File: src/rtl/scan_chain_test_ctrl.sv
// Flush-test sequencer for a single serial scan chain.
// Shifts three flush patterns (all-ones, all-zeros, 0011...) through the chain,
// compares scan-out against the bit shifted in CHAIN_LEN shifts earlier, and
// reports per-pattern fail flags, a saturating mismatch count and a fault class.
//
// state   | meaning
// --------+---------------------------------------------------------------
// S_IDLE  | waiting for start; results of the last run held
// S_LOAD  | start accepted, results cleared; se rises on the next edge
// S_SHIFT | se=1, shift t = 0..2*CHAIN_LEN-1 of pattern pidx
// S_GAP   | se=0 for GAP_CYCLES cycles between patterns
// S_DONE  | one-cycle done pulse; pass and fault_type valid
module scan_chain_test_ctrl #(
  parameter int CHAIN_LEN  = 8,
  parameter int GAP_CYCLES = 2,
  parameter int CNT_W      = $clog2(3*CHAIN_LEN+1)
) (
  input  logic             sclk,
  input  logic             rst,
  input  logic             start,
  input  logic             abort,
  input  logic             so,
  output logic             se,
  output logic             si,
  output logic             busy,
  output logic             done,
  output logic             pass,
  output logic [2:0]       fail_mask,
  output logic [CNT_W-1:0] err_count,
  output logic [1:0]       fault_type
);

  localparam int T_W = $clog2(2*CHAIN_LEN);
  localparam int G_W = (GAP_CYCLES > 1) ? $clog2(GAP_CYCLES) : 1;
  localparam logic [T_W-1:0] T_LEN   = T_W'(CHAIN_LEN);
  localparam logic [T_W-1:0] T_LAST  = T_W'(2*CHAIN_LEN-1);
  localparam logic [G_W-1:0] GAP_LDV = G_W'(GAP_CYCLES-1);

  typedef enum logic [2:0] {
    S_IDLE,
    S_LOAD,
    S_SHIFT,
    S_GAP,
    S_DONE
  } state_t;

  state_t           r_state, w_state_nxt;
  logic [1:0]       r_pidx, w_pidx_nxt;
  logic [T_W-1:0]   r_t, w_t_nxt;
  logic [G_W-1:0]   r_gap, w_gap_nxt;
  logic             r_se, w_se_nxt;
  logic             r_si, w_si_nxt;
  logic             r_busy, w_busy_nxt;
  logic             r_done, w_done_nxt;
  logic             r_pass, w_pass_nxt;
  logic [2:0]       r_mask, w_mask_nxt;
  logic [CNT_W-1:0] r_err, w_err_nxt;
  logic [1:0]       r_ftype, w_ftype_nxt;

  logic             w_exp_bit;
  logic             w_mismatch;
  logic [2:0]       w_mask_upd;
  logic [CNT_W-1:0] w_err_upd;

  // Flush pattern bit for shift index t: P0 ones, P1 zeros, P2 0011 repeating.
  function automatic logic f_pat(input logic [1:0] p, input logic [T_W-1:0] t);
    case (p)
      2'd0:    return 1'b1;
      2'd1:    return 1'b0;
      default: return t[1];
    endcase
  endfunction

  // Fault class from the final fail mask; P2 alone or mixed P0/P1 is "other".
  function automatic logic [1:0] f_ftype(input logic [2:0] m);
    case (m)
      3'b000:          return 2'b00;
      3'b001, 3'b101:  return 2'b01;
      3'b010, 3'b110:  return 2'b10;
      default:         return 2'b11;
    endcase
  endfunction

  assign se         = r_se;
  assign si         = r_si;
  assign busy       = r_busy;
  assign done       = r_done;
  assign pass       = r_pass;
  assign fail_mask  = r_mask;
  assign err_count  = r_err;
  assign fault_type = r_ftype;

  // Compare path: wrap-around of r_t - T_LEN is harmless, only bit 1 matters for P2.
  always_comb begin
    w_exp_bit  = f_pat(r_pidx, r_t - T_LEN);
    w_mismatch = (r_state == S_SHIFT) && (r_t >= T_LEN) && (so != w_exp_bit);
    w_mask_upd = r_mask | (w_mismatch ? (3'b001 << r_pidx) : 3'b000);
    w_err_upd  = (w_mismatch && (r_err != '1)) ? r_err + CNT_W'(1) : r_err;
  end

  // Next-state and next-output logic.
  always_comb begin
    w_state_nxt = r_state;
    w_pidx_nxt  = r_pidx;
    w_t_nxt     = r_t;
    w_gap_nxt   = r_gap;
    w_se_nxt    = r_se;
    w_si_nxt    = r_si;
    w_busy_nxt  = r_busy;
    w_done_nxt  = 1'b0;
    w_pass_nxt  = r_pass;
    w_mask_nxt  = r_mask;
    w_err_nxt   = r_err;
    w_ftype_nxt = r_ftype;

    case (r_state)
      S_IDLE: begin
        if (start && !abort) begin
          w_state_nxt = S_LOAD;
          w_busy_nxt  = 1'b1;
          w_mask_nxt  = 3'b000;
          w_err_nxt   = '0;
          w_pass_nxt  = 1'b0;
          w_ftype_nxt = 2'b00;
          w_pidx_nxt  = 2'd0;
          w_t_nxt     = '0;
        end
      end
      S_LOAD: begin
        w_state_nxt = S_SHIFT;
        w_se_nxt    = 1'b1;
        w_si_nxt    = f_pat(2'd0, '0);
      end
      S_SHIFT: begin
        w_mask_nxt = w_mask_upd;
        w_err_nxt  = w_err_upd;
        if (r_t == T_LAST) begin
          w_se_nxt = 1'b0;
          w_si_nxt = 1'b0;
          if (r_pidx == 2'd2) begin
            w_state_nxt = S_DONE;
            w_done_nxt  = 1'b1;
            w_pass_nxt  = (w_mask_upd == 3'b000);
            w_ftype_nxt = f_ftype(w_mask_upd);
          end else begin
            w_state_nxt = S_GAP;
            w_gap_nxt   = GAP_LDV;
          end
        end else begin
          w_t_nxt  = r_t + T_W'(1);
          w_si_nxt = f_pat(r_pidx, r_t + T_W'(1));
        end
      end
      S_GAP: begin
        if (r_gap == '0) begin
          w_state_nxt = S_SHIFT;
          w_pidx_nxt  = r_pidx + 2'd1;
          w_t_nxt     = '0;
          w_se_nxt    = 1'b1;
          w_si_nxt    = f_pat(r_pidx + 2'd1, '0);
        end else begin
          w_gap_nxt = r_gap - G_W'(1);
        end
      end
      S_DONE: begin
        w_state_nxt = S_IDLE;
        w_busy_nxt  = 1'b0;
      end
      default: begin
        w_state_nxt = S_IDLE;
        w_busy_nxt  = 1'b0;
        w_se_nxt    = 1'b0;
        w_si_nxt    = 1'b0;
      end
    endcase

    // Abort drops the run; partial mask/count stay visible, the abort-edge compare is discarded.
    if (abort && (r_state != S_IDLE)) begin
      w_state_nxt = S_IDLE;
      w_se_nxt    = 1'b0;
      w_si_nxt    = 1'b0;
      w_busy_nxt  = 1'b0;
      w_done_nxt  = 1'b0;
      w_pass_nxt  = 1'b0;
      w_mask_nxt  = r_mask;
      w_err_nxt   = r_err;
      w_ftype_nxt = r_ftype;
    end
  end

  // State and output registers with synchronous reset.
  always_ff @(posedge sclk) begin
    if (rst) begin
      r_state <= S_IDLE;
      r_pidx  <= 2'd0;
      r_t     <= '0;
      r_gap   <= '0;
      r_se    <= 1'b0;
      r_si    <= 1'b0;
      r_busy  <= 1'b0;
      r_done  <= 1'b0;
      r_pass  <= 1'b0;
      r_mask  <= 3'b000;
      r_err   <= '0;
      r_ftype <= 2'b00;
    end else begin
      r_state <= w_state_nxt;
      r_pidx  <= w_pidx_nxt;
      r_t     <= w_t_nxt;
      r_gap   <= w_gap_nxt;
      r_se    <= w_se_nxt;
      r_si    <= w_si_nxt;
      r_busy  <= w_busy_nxt;
      r_done  <= w_done_nxt;
      r_pass  <= w_pass_nxt;
      r_mask  <= w_mask_nxt;
      r_err   <= w_err_nxt;
      r_ftype <= w_ftype_nxt;
    end
  end

endmodule

File: config.mk
export PLATFORM = sky130hd
export DESIGN_NAME = scan_chain_test_ctrl
export DESIGN_NICKNAME = d
export VERILOG_FILES = /design/src/rtl/scan_chain_test_ctrl.sv
export SDC_FILE = /design/constraint.sdc
export NUM_CORES = 1
export LEC_CHECK = 0
export ABC_AREA = 0
export CAP_MARGIN = 20
export CORE_ASPECT_RATIO = 2
export CORE_UTILIZATION = 49
export CTS_BUF_LIST = sky130_fd_sc_hd__clkbuf_4
export DETAILED_ROUTE_END_ITERATION = 6
export GPL_TIMING_DRIVEN = 0
export PLACE_DENSITY = 0.76
export SLEW_MARGIN = 20
export SYNTH_ARGS = -nofsm -noshare
export SYNTH_HDL_FRONTEND = slang
export SYNTH_SLANG_ARGS = --single-unit
File: constraint.sdc
create_clock -name sclk -period 2.1 [get_ports sclk]
set_clock_uncertainty 0.05 [all_clocks]
set_input_delay 0.42 -clock sclk [delete_from_list [all_inputs] [get_ports sclk]]
set_output_delay 0.42 -clock sclk [all_outputs]
set_load 0.05 [all_outputs]
[After elaboration in Yosys (flattened, before gate mapping)]
Index checks and enable logic that the tools add are counted.
Storage, ports and cells
  output and inout port bits: 15
  input bits: 5
  word-level logic and storage cells: 119
  flip-flop bits (word level): 25
Cells by class
  reduce and logical (&&, ||, !) cells: 32
  add/sub/neg operators: 5
  bitwise logic cells: 6
  multiplexer cells: 42
  eq/ne operators: 20
  shift-type cells: 1
  $lt $le $gt $ge: 1
Operators with widths (number)
  $mux W3: 6
  $reduce_and A3 Y1: 5
  $mux W1: 13
  $mux W4: 3
  $pmux W3 S4: 1
  $pmux W4 S3: 1
  $reduce_and A4 Y1: 3
  $mux W5: 2
  $pmux W1 S2: 5
  $pmux W5 S2: 1
  $eq A3 B2 Y1 const B: 3
  $eq A3 B3 Y1 const B: 3
  $mux W2: 4
  $ne A2 B2 Y1 const B: 4
  $pmux W1 S4: 2
  $pmux W2 S2: 2
  $reduce_or A2 Y1: 4
  $eq A3 B1 Y1 const B: 2
  $logic_not A3 Y1: 2
  $ne A2 B1 Y1 const B: 3
  $pmux W2 S3: 1
  $pmux W3 S2: 1
  $reduce_bool A2 Y1: 3
  $reduce_bool A3 Y1: 2
  21 further kinds: 31

[Longest topological paths before layout]
Gate-level depths: netlist of run 1.
  depth after elaboration: 12
  mapped depth: 11
  mapped depth without buffers: 10

[Worst setup path before layout of run 1]
Ideal clock, no wire load.
  path kind: reg-to-reg
  start: register r_pidx[1]
  end: register r_ftype[0], in the netlist fault_type[0]
  stages on the path, launching flop included: 12
  path slack: -0.113 ns
  buffers on the path: 1
  library setup time: 0.120 ns
  period minus slack after synthesis: 2.213 ns
  data required time: 1.930 ns
  arrival: 2.043 ns
  path through: dfxtp_1 nor2b_4 or4b_4 a21oi_1 buf_2 a21o_1 inv_1 ha_1 nor2_1 nand2_1 a21oi_1 o31ai_1
Between the ends
  longest elaborated chain between the ends: 12
  elaborated cells on any way between the ends: 22
  those cells by class: 8 x eq/ne; 1 x shift; 6 x mux; 1 x bitwise; 6 x reduce/logical
RTL lines
  start: declaration: RTL line 48  | logic [1:0] r_pidx, w_pidx_nxt;
  start signal: assignment: RTL line 208  | r_pidx <= w_pidx_nxt;
  $eq A2 B1 Y1 / $logic_not A2 Y1 (equally long branches): RTL line 67  | case (p)
  $pmux W1 S2: RTL line 67
  $ne A1 B1 Y1: RTL line 96  | w_mismatch = (r_state == S_SHIFT) && (r_t >= T_LEN) && (so != w_exp_bit);
  $logic_and A1 B1 Y1: RTL line 96
  $mux W3: RTL line 97  | w_mask_upd = r_mask | (w_mismatch ? (3'b001 << r_pidx) : 3'b000);
  $or A3 B3 Y3: RTL line 97
  $eq A3 B2 Y1, or another cell as far along: RTL line 76  | case (m)
  $reduce_or A2 Y1: RTL line 76
  $pmux W2 S3: RTL line 76
  $mux W2: RTL line 140  | if (r_pidx == 2'd2) begin
  $mux W2: RTL line 137  | if (r_t == T_LAST) begin
  $pmux W2 S2: RTL line 116  | case (r_state)
  end signal: assignment: RTL line 218  | r_ftype <= w_ftype_nxt;
  end: declaration: RTL line 58  | logic [1:0] r_ftype, w_ftype_nxt;
Several ways; a longest one is shown, not always the timed one. The select of a mux whose other input is x is not followed.
A chain may end at the register's enable or synchronous reset.

[Worst setup path in the final report of run 1]
Ends and elaborated chain as after synthesis.

==> impl_metrics.yaml, run 1 <==
setup_path:
  critical_path.slowest_cell: "or4b_4"
  crit_family: "simple AND/OR/NAND/NOR gates"
  required_ns: 2.27
  r2r_cells: 11
  worstPathArrival_ns: 2.39
  worst-path-buf-inv: 2
  rrSetupSlack_ns: -0.11
  crit_type: "flip-flop to flip-flop"
  critPathLaunchType: "flip-flop"
  crit_fanout: 4
  path_cells: "nor2b_4 > or4b_4 > a21oi_4 > buf_6 > a21o_1 > inv_2 > ha_4 > nor2_4 > nand2_2 > a21oi_2 > o31ai_2"
  cp-end-kind: "flip-flop"
  cpPeakStageDelay_ns: 0.53
  path_depth: 11
clocking:
  cts_made_buffers: 3
  cts_tree: "built"
  htree_levels: 1
  cts_hold_buffers: 0
  cts_buffer_depth: 2
  clkSinkCount: 25
  clk_latency_ns: 0.32
  path_clk_slew_ns: 0.13
  root_buffer: "clkbuf_4"
power:
  power.density_nw_per_um2: 423
  p_leak_nw: 0.742
  vdd_ir_drop_max_uv: 387
final_layout:
  final_cells: 240
  syn_to_final_growth_pct: 32.2
  final_common_cell: "nor2_1"
  drive_gt1_share_pct: 19.4
  num-nets-final: 228
  fillers: 229
  finalCoreUtilization_pct: 68.7
  final_cell_mix: "nor2_1 (24), dfxtp_1 (22), clkdlybuf4s50_1 (16)"
  diodes: 0
floorplan:
  die_x_um: 40.3
  core_um2: 2770
  die_h_um: 78.6
  core.rowCount: 27
  initial_core_util_pct: 51.9
  fp.dieArea_um2: 3170
  ios: 20
timing:
  fin_crit_ns: 2.21
  max_slew.worst_pin.slew_ns: 0.687
  maxSlewHeadroom_pct: 53.7
  final-hold-violation-count: 0
  fin_crit_sh_pct: 105
  setup_ws_ns: -0.114
  slew_viol_final: 0
  setup_viol: 3
  fmax_mhz: 452
  rsz0062_at_grt: "true"
global_route:
  antenna_found_initial: 0
  grtUsageTotal_pct: 24.9
  grt_pass1_wl_um: 5670
  grt_max_degree: 14
  grt.overflow.total: 0
  grt_pass1_vias: 1312
outcome:
  violations: "negative setup slack"
  outcome: "complete, but fails checks"
job:
  max_cap_violations: 0
synth:
  yosys_warnings: 0
  synth_edf_count: 0
  ys_types: 42
  synth-seq-cells: 25
  synth_area_um2: 1440
  avgSynthCellArea_um2: 8.08
  synth_flop_cell: "dfxtp_1"
  ys_seq_area_share_pct: 34.8
  async_reset_ff_share_pct: 0
  syn_inst: 178
  synth.net_count: 194
routing:
  detail-route-antenna-nets: 0
  wirelength_um: 3830
  drt-vias-per-instance: 6.02
  routedWlPerCell_um: 16.0
  dr.pass1.iters: 4
  drcViolationCount: 0
  vias: 1445
  drt_iter0_drc: 53
placement:
  hpwl_um: 2680
  place_congestion: 0.896
  dp_cells: 226
  place_ws_ns: -0.594
  port_buffers: 19
min_path:
  hold_class: "flip-flop to flip-flop"
  hold_depth: 2
-- synth_stat cells (all sizes together) (2+ instances only) --
library cell | number | area share, %
a211oi | 5 | 2.6
o31ai | 3 | 1.6
nor3 | 2 | 0.70
nor2 | 25 | 6.5
ha | 11 | 9.6
and3 | 2 | 0.87
or2 | 2 | 0.87
nand3 | 9 | 3.1
a21o | 2 | 1.0
nand2b | 5 | 2.2
nand2 | 10 | 2.6
o21ai | 4 | 1.4
dfxtp | 25 | 35
a31oi | 6 | 2.6
or4 | 2 | 1.0
mux2i | 2 | 1.4
nor2b | 5 | 2.7
nand4 | 2 | 0.87
inv | 11 | 2.9
a21oi | 19 | 6.6
clkbuf | 5 | 1.3
nand3b | 4 | 2.1
nor4 | 2 | 1.3
-- per-stage QoR --
step / power [mW] / area, um^2 / TNS [ns] / hold slack [ns]
4_1_cts: 0.816 / 1780 / -0.222 / 0.432
3_3_place_gp: 0.581 / 1680 / -3.04 / 0.395
3_5_place_dp: 0.582 / 1680 / -3.57 / 0.405
6_report: 0.804 / 1900 / -0.216 / 0.425
2_1_floorplan: 0.550 / 1450 / -0.00420 / 0.441
5_1_grt: 0.839 / 1900 / -0.536 / 0.443
-- worst register-to-register path, stage by stage (launching register included) --
cell and delay (ns):
dfxtp_4 0.39, nor2b_4 0.13, or4b_4 0.53, a21oi_4 0.16, buf_6 0.14, a21o_1 0.14
inv_2 0.07, ha_4 0.17, nor2_4 0.08, nand2_2 0.06, a21oi_2 0.12, o31ai_2 0.08
-- final timing paths --
kind | from | endpoint
setup reg to reg | r_pidx[1] | fault_type[0]
setup / recovery | r_pidx[1] | fault_type[0]
hold reg to reg | fault_type[1] | fault_type[1]
hold / removal | fault_type[1] | fault_type[1]
-- flip-flops by register name, summed over array words and instances (netlist names) --
register,cells
err_count,5
r_t,4
fail_mask,3
r_state,3
fault_type,2
r_pidx,2
busy,1
done,1
pass,1
r_gap,1
se,1
si,1
-- kinds of logic after synthesis --
family                   synth area share (%)
buffers and inverters                    4.52
AND/OR/NAND/NOR                          27.4
AO/OA/AOI/OAI                            22.3
adder cells (fa/ha/maj)                  9.57
flip-flops                               34.8
multiplexers                             1.39
-- what timing repair did --
item | 4_1_cts | 5_1_grt
pin swaps | 9 | 10
gates resized for setup | 10 | 20
buffers inserted | 6 | 4
setup endpoints to repair | 4 | 9
-- area by class of cell --
| type | count | area, um^2 | share of cell area (%) |
|---|---|---|---|
| inverter | 11 | 41.3 | 2.17 |
| buffer | 6 | 30.0 | 1.58 |
| clock buffer | 4 | 30.0 | 1.58 |
| tap | 29 | 36.3 | 1.91 |
| multi-input combinational | 136 | 986 | 51.8 |
| sequential | 25 | 509 | 26.8 |
| timing repair buffer | 29 | 269 | 14.1 |
-- power by group --
| group | switching [mW] | internal (mW) | total, mW | leakage [nW] |
|---|---|---|---|---|
| clock network | 0.143 | 0.0873 | 0.231 | 0.0184 |
| logic | 0.0599 | 0.0318 | 0.0917 | 0.520 |
| registers | 0.00526 | 0.477 | 0.482 | 0.204 |
-- metal layers --
layer	up-vias	wire, um	track usage [%]
li1	706	-	-
met1	691	1470	26.7
met2	41	2180	46.6
met3	7	116	1.98
met4	0	64	7.33
met5	-	0	0
No activity file was read; power rests on OpenSTA's default activity.
==> inputs of run 2 (changes only) <==
--- a/config.mk
+++ b/config.mk
@@ -6,7 +6,7 @@
 export NUM_CORES = 1
 export LEC_CHECK = 0
 export ABC_AREA = 0
-export CAP_MARGIN = 20
+export CAP_MARGIN = 5
 export CORE_ASPECT_RATIO = 2
 export CORE_UTILIZATION = 49
 export CTS_BUF_LIST = sky130_fd_sc_hd__clkbuf_4
==> results of run 2 <==
Same layout as run 1: the final DEF is identical, and so are final timing and power.
==> variant 1 (settings of run 2) <==
Reset style: asynchronous (`rst`), changed in one clocked block. Comments in the files are not updated.
--- a/src/rtl/scan_chain_test_ctrl.sv
+++ b/src/rtl/scan_chain_test_ctrl.sv
@@ -189,7 +189,7 @@
   end
 
   // State and output registers with synchronous reset.
-  always_ff @(posedge sclk) begin
+  always_ff @(posedge sclk or posedge rst) begin
     if (rst) begin
       r_state <= S_IDLE;
       r_pidx  <= 2'd0;
Check against the original RTL: differs if rst is asserted again (counterexample within 4 cycles, from zero or initial values and one cycle with rst high); with rst held inactive, the same outputs for 10 cycles.
==> variant 1 against run 2 <==
The run still ends with negative setup slack left. Maximum frequency up 2.3%. Sequential cell count unchanged. Final area up 7.6%. Worst setup slack better by 0.049 ns. Area after synthesis up 5.4%. Global-route usage up 3.7 points. Worst hold slack better by 0.0073 ns. Routed wire length up 5.9%. Sequential share of layout area up 4.0 points.
Power is not compared: it rests on default switching activity, and its combinational part moved more than twofold at a synthesized area within 25%.
==> variant 1: results <==
{
  "gp_congestion": 0.945,
  "fin_ws_ns": -0.0650,
  "drive_gt1_frac": 0.259,
  "crit_path_top_delay_cell": "dfrtp_2",
  "synth_cell_types": 40,
  "status": "finished with violations",
  "n_all_buffers": 38,
  "slew_headroom": 0.389,
  "violations": "negative setup slack",
  "multi_input_area_share": 0.475,
  "pre_cts_ws_ns": -0.649,
  "cpPeakStageDelay_ns": 0.43,
  "nets": 218,
  "yosysSeqAreaShare": 0.413,
  "grt_pass1_vias": 1416,
  "multi_input_gates": 123,
  "vias_per_cell": 6.15,
  "grt_usage": 0.286,
  "fill_cells": 233,
  "ys_async_sr_fraction": 1.00,
  "syn-num-nets": 180,
  "synthTopCellsByCount": "dfrtp_1 (25), nand2_1 (17), o21ai_0 (12)",
  "dp_hpwl_mm": 2.83,
  "setup_viol": 1,
  "placedInstanceArea_um2": 1770
}
[variant 1: cell types whose count changed in the layout (fill, tap and decap cells not counted), sizes merged, moves of 6 or more]
cell and change:
dfrtp +25, dfxtp -25, nor2 -14, a21oi -13
o21ai +8, nand2 +7, nand3 -6, nor3 +6
[variant 1: logic make-up after synthesis]
family,after synthesis,synth area share
AND/OR/NAND/NOR,65,0.230
flip-flops,25,0.413
multiplexers,5,0.0355
buffers and inverters,16,0.0413
adder cells (fa/ha/maj),11,0.0908
XOR/XNOR,1,0.00578
AO/OA/AOI/OAI,41,0.184
[variant 1: metal layers]
metal  part of all wire  wire (um)  track usage  up-vias
met5                  0          0            0        -
met4              0.032        129        0.174        0
met3              0.037        150       0.0552       12
met2               0.58       2350        0.472       47
met1               0.35       1420        0.306      699
li1                   -          -            -      662
[variant 1: repair_timing]
action	in CTS	in global routing
endpoints found under the setup margin	7	10
resized for setup	12	24
buffers inserted	5	9
pin swaps	4	9
==> variant 2 (flow settings as in run 2) <==
Without the edit above. `CHAIN_LEN`: 8 -> 32.
--- a/src/rtl/scan_chain_test_ctrl.sv
+++ b/src/rtl/scan_chain_test_ctrl.sv
@@ -11,7 +11,7 @@
 // S_GAP   | se=0 for GAP_CYCLES cycles between patterns
 // S_DONE  | one-cycle done pulse; pass and fault_type valid
 module scan_chain_test_ctrl #(
-  parameter int CHAIN_LEN  = 8,
+  parameter int CHAIN_LEN  = 32,
   parameter int GAP_CYCLES = 2,
   parameter int CNT_W      = $clog2(3*CHAIN_LEN+1)
 ) (
Ports: changed (resized err_count); port bits go from 20 to 22. The function was not compared with the original's and may differ.
==> variant 2 against run 2 <==
The run still ends with negative setup slack left. Sequential cell count up 4. Synthesized cell count rose by 9.0%. Final area grew 5.1%. Area after synthesis rose by 11%. Worst setup slack worse by 0.075 ns. Total power up 30%. Via count increased by 7.9%. Routed wire length up 3.7%. Worst hold slack improved by 0.029 ns. Largest cell class unchanged. Highest routed layer unchanged.
==> variant 2: results <==
{
  "status": "finished with violations",
  "violations": "negative setup slack",
  "synthTopCellsByCount": "dfxtp_1 (29), nor2_1 (28), nand2_1 (16), a21oi_1 (12), nor3_1 (11)",
  "fill_cells": 231,
  "clk_pin_slew_ns": 0.09,
  "gp_congestion": 0.881,
  "syn-num-nets": 209,
  "netlist_top_cells_area": "dfxtp_1 (36%), ha_1 (7.9%), nor2_1 (6.6%)",
  "dp_hpwl_mm": 2.88,
  "synth-adder-area-share": 0.0786,
  "clk_share": 0.0276,
  "yosysSeqAreaShare": 0.365,
  "arrival_ns": 2.47,
  "worstMarginPinSlew_ns": 0.497,
  "multi_input_gates": 148,
  "wl_mm": 3.97,
  "grt_pass1_wl_mm": 6.53,
  "crit_path_top_delay_cell": "dfxtp_4",
  "p_int_w": 0.000748,
  "n_all_buffers": 36,
  "nNonClkInverters": 10,
  "cpPeakStageDelay_ns": 0.36,
  "grt_pass1_vias": 1540,
  "synth_xor_area_frac": 0.0330,
  "setup_viol": 2,
  "drt_iter0_drc": 45,
  "nets": 245,
  "numCtsBuffers": 5,
  "irDropWorstVdd_mv": 0.491,
  "grt_max_degree": 11,
  "clkbuf_count": 6,
  "register_area_um2": 587,
  "synth_compound_area_frac": 0.200,
  "placedInstanceArea_um2": 1860,
  "grt_usage": 0.244,
  "clkSinkCount": 29,
  "multi_input_area_share": 0.489,
  "largest_reg_flops": 7,
  "synth.area.mux_share": 0.0126,
  "fin_ws_ns": -0.190,
  "crit_family": "compound AO/OA/AOI/OAI gates",
  "path_max_fanout": 5,
  "cts_max_level": 2,
  "synth_cell_types": 41,
  "route.vias.total": 1559,
  "ys_async_sr_fraction": 0,
  "port_buffers": 21,
  "buf_share": 0.152
}
[variant 2: per-layer routing]
layer / part of all wire / wire length (um) / track usage
met1: 0.40 / 1570 / 0.251
met4: 0.035 / 140 / 0.191
met5: 0 / 0 / 0
met2: 0.54 / 2130 / 0.422
met3: 0.033 / 133 / 0.0500
[variant 2: through the flow]
stage	total power, W	TNS [ns]	util	instances	worst slack (ns)
after global routing	0.00110	-0.533	0.663	261	-0.275
after detailed placement	0.000712	-4.00	0.617	245	-0.768
after CTS	0.00106	-0.252	0.657	260	-0.129
final	0.00105	-0.372	0.663	261	-0.190
after global placement	0.000709	-3.35	0.617	245	-0.702
after floorplan	0.000672	-0.450	-	194	-0.225
[variant 2: cells by family after synthesis]
group,after synthesis
and+or+nand+nor,87
AOI/OAI and AO/OA,43
DFF,29
buffers and inverters,17
adders and majority gates,10
xor gates and xnor gates,6
muxes,2
[variant 2: power by group through the flow]
stage	logic [W]	registers (W)	clock network, W
floorplan	0.0000774	0.000595	0
global placement	0.000128	0.000581	0
detailed placement	0.000131	0.000582	0
CTS	0.000133	0.000568	0.000359
global route	0.000147	0.000570	0.000382
finish	0.000136	0.000568	0.000343
[variant 2: worst paths after layout]
check | start | end | slack, ns | cells past startpoint
hold reg to reg | fault_type[0] | fault_type[0] | 0.45 | 1
setup / recovery | r_pidx[1] | fault_type[0] | -0.19 | 8
hold / removal | fault_type[0] | fault_type[0] | 0.45 | 1
setup reg to reg | r_pidx[1] | fault_type[0] | -0.19 | 8
[variant 2: timing repair]
item	4_1_cts	5_1_grt
pin swaps	4	1
cloned	0	0
buffers inserted	7	2
gates resized for setup	6	2
endpoints found under the setup margin	2	8
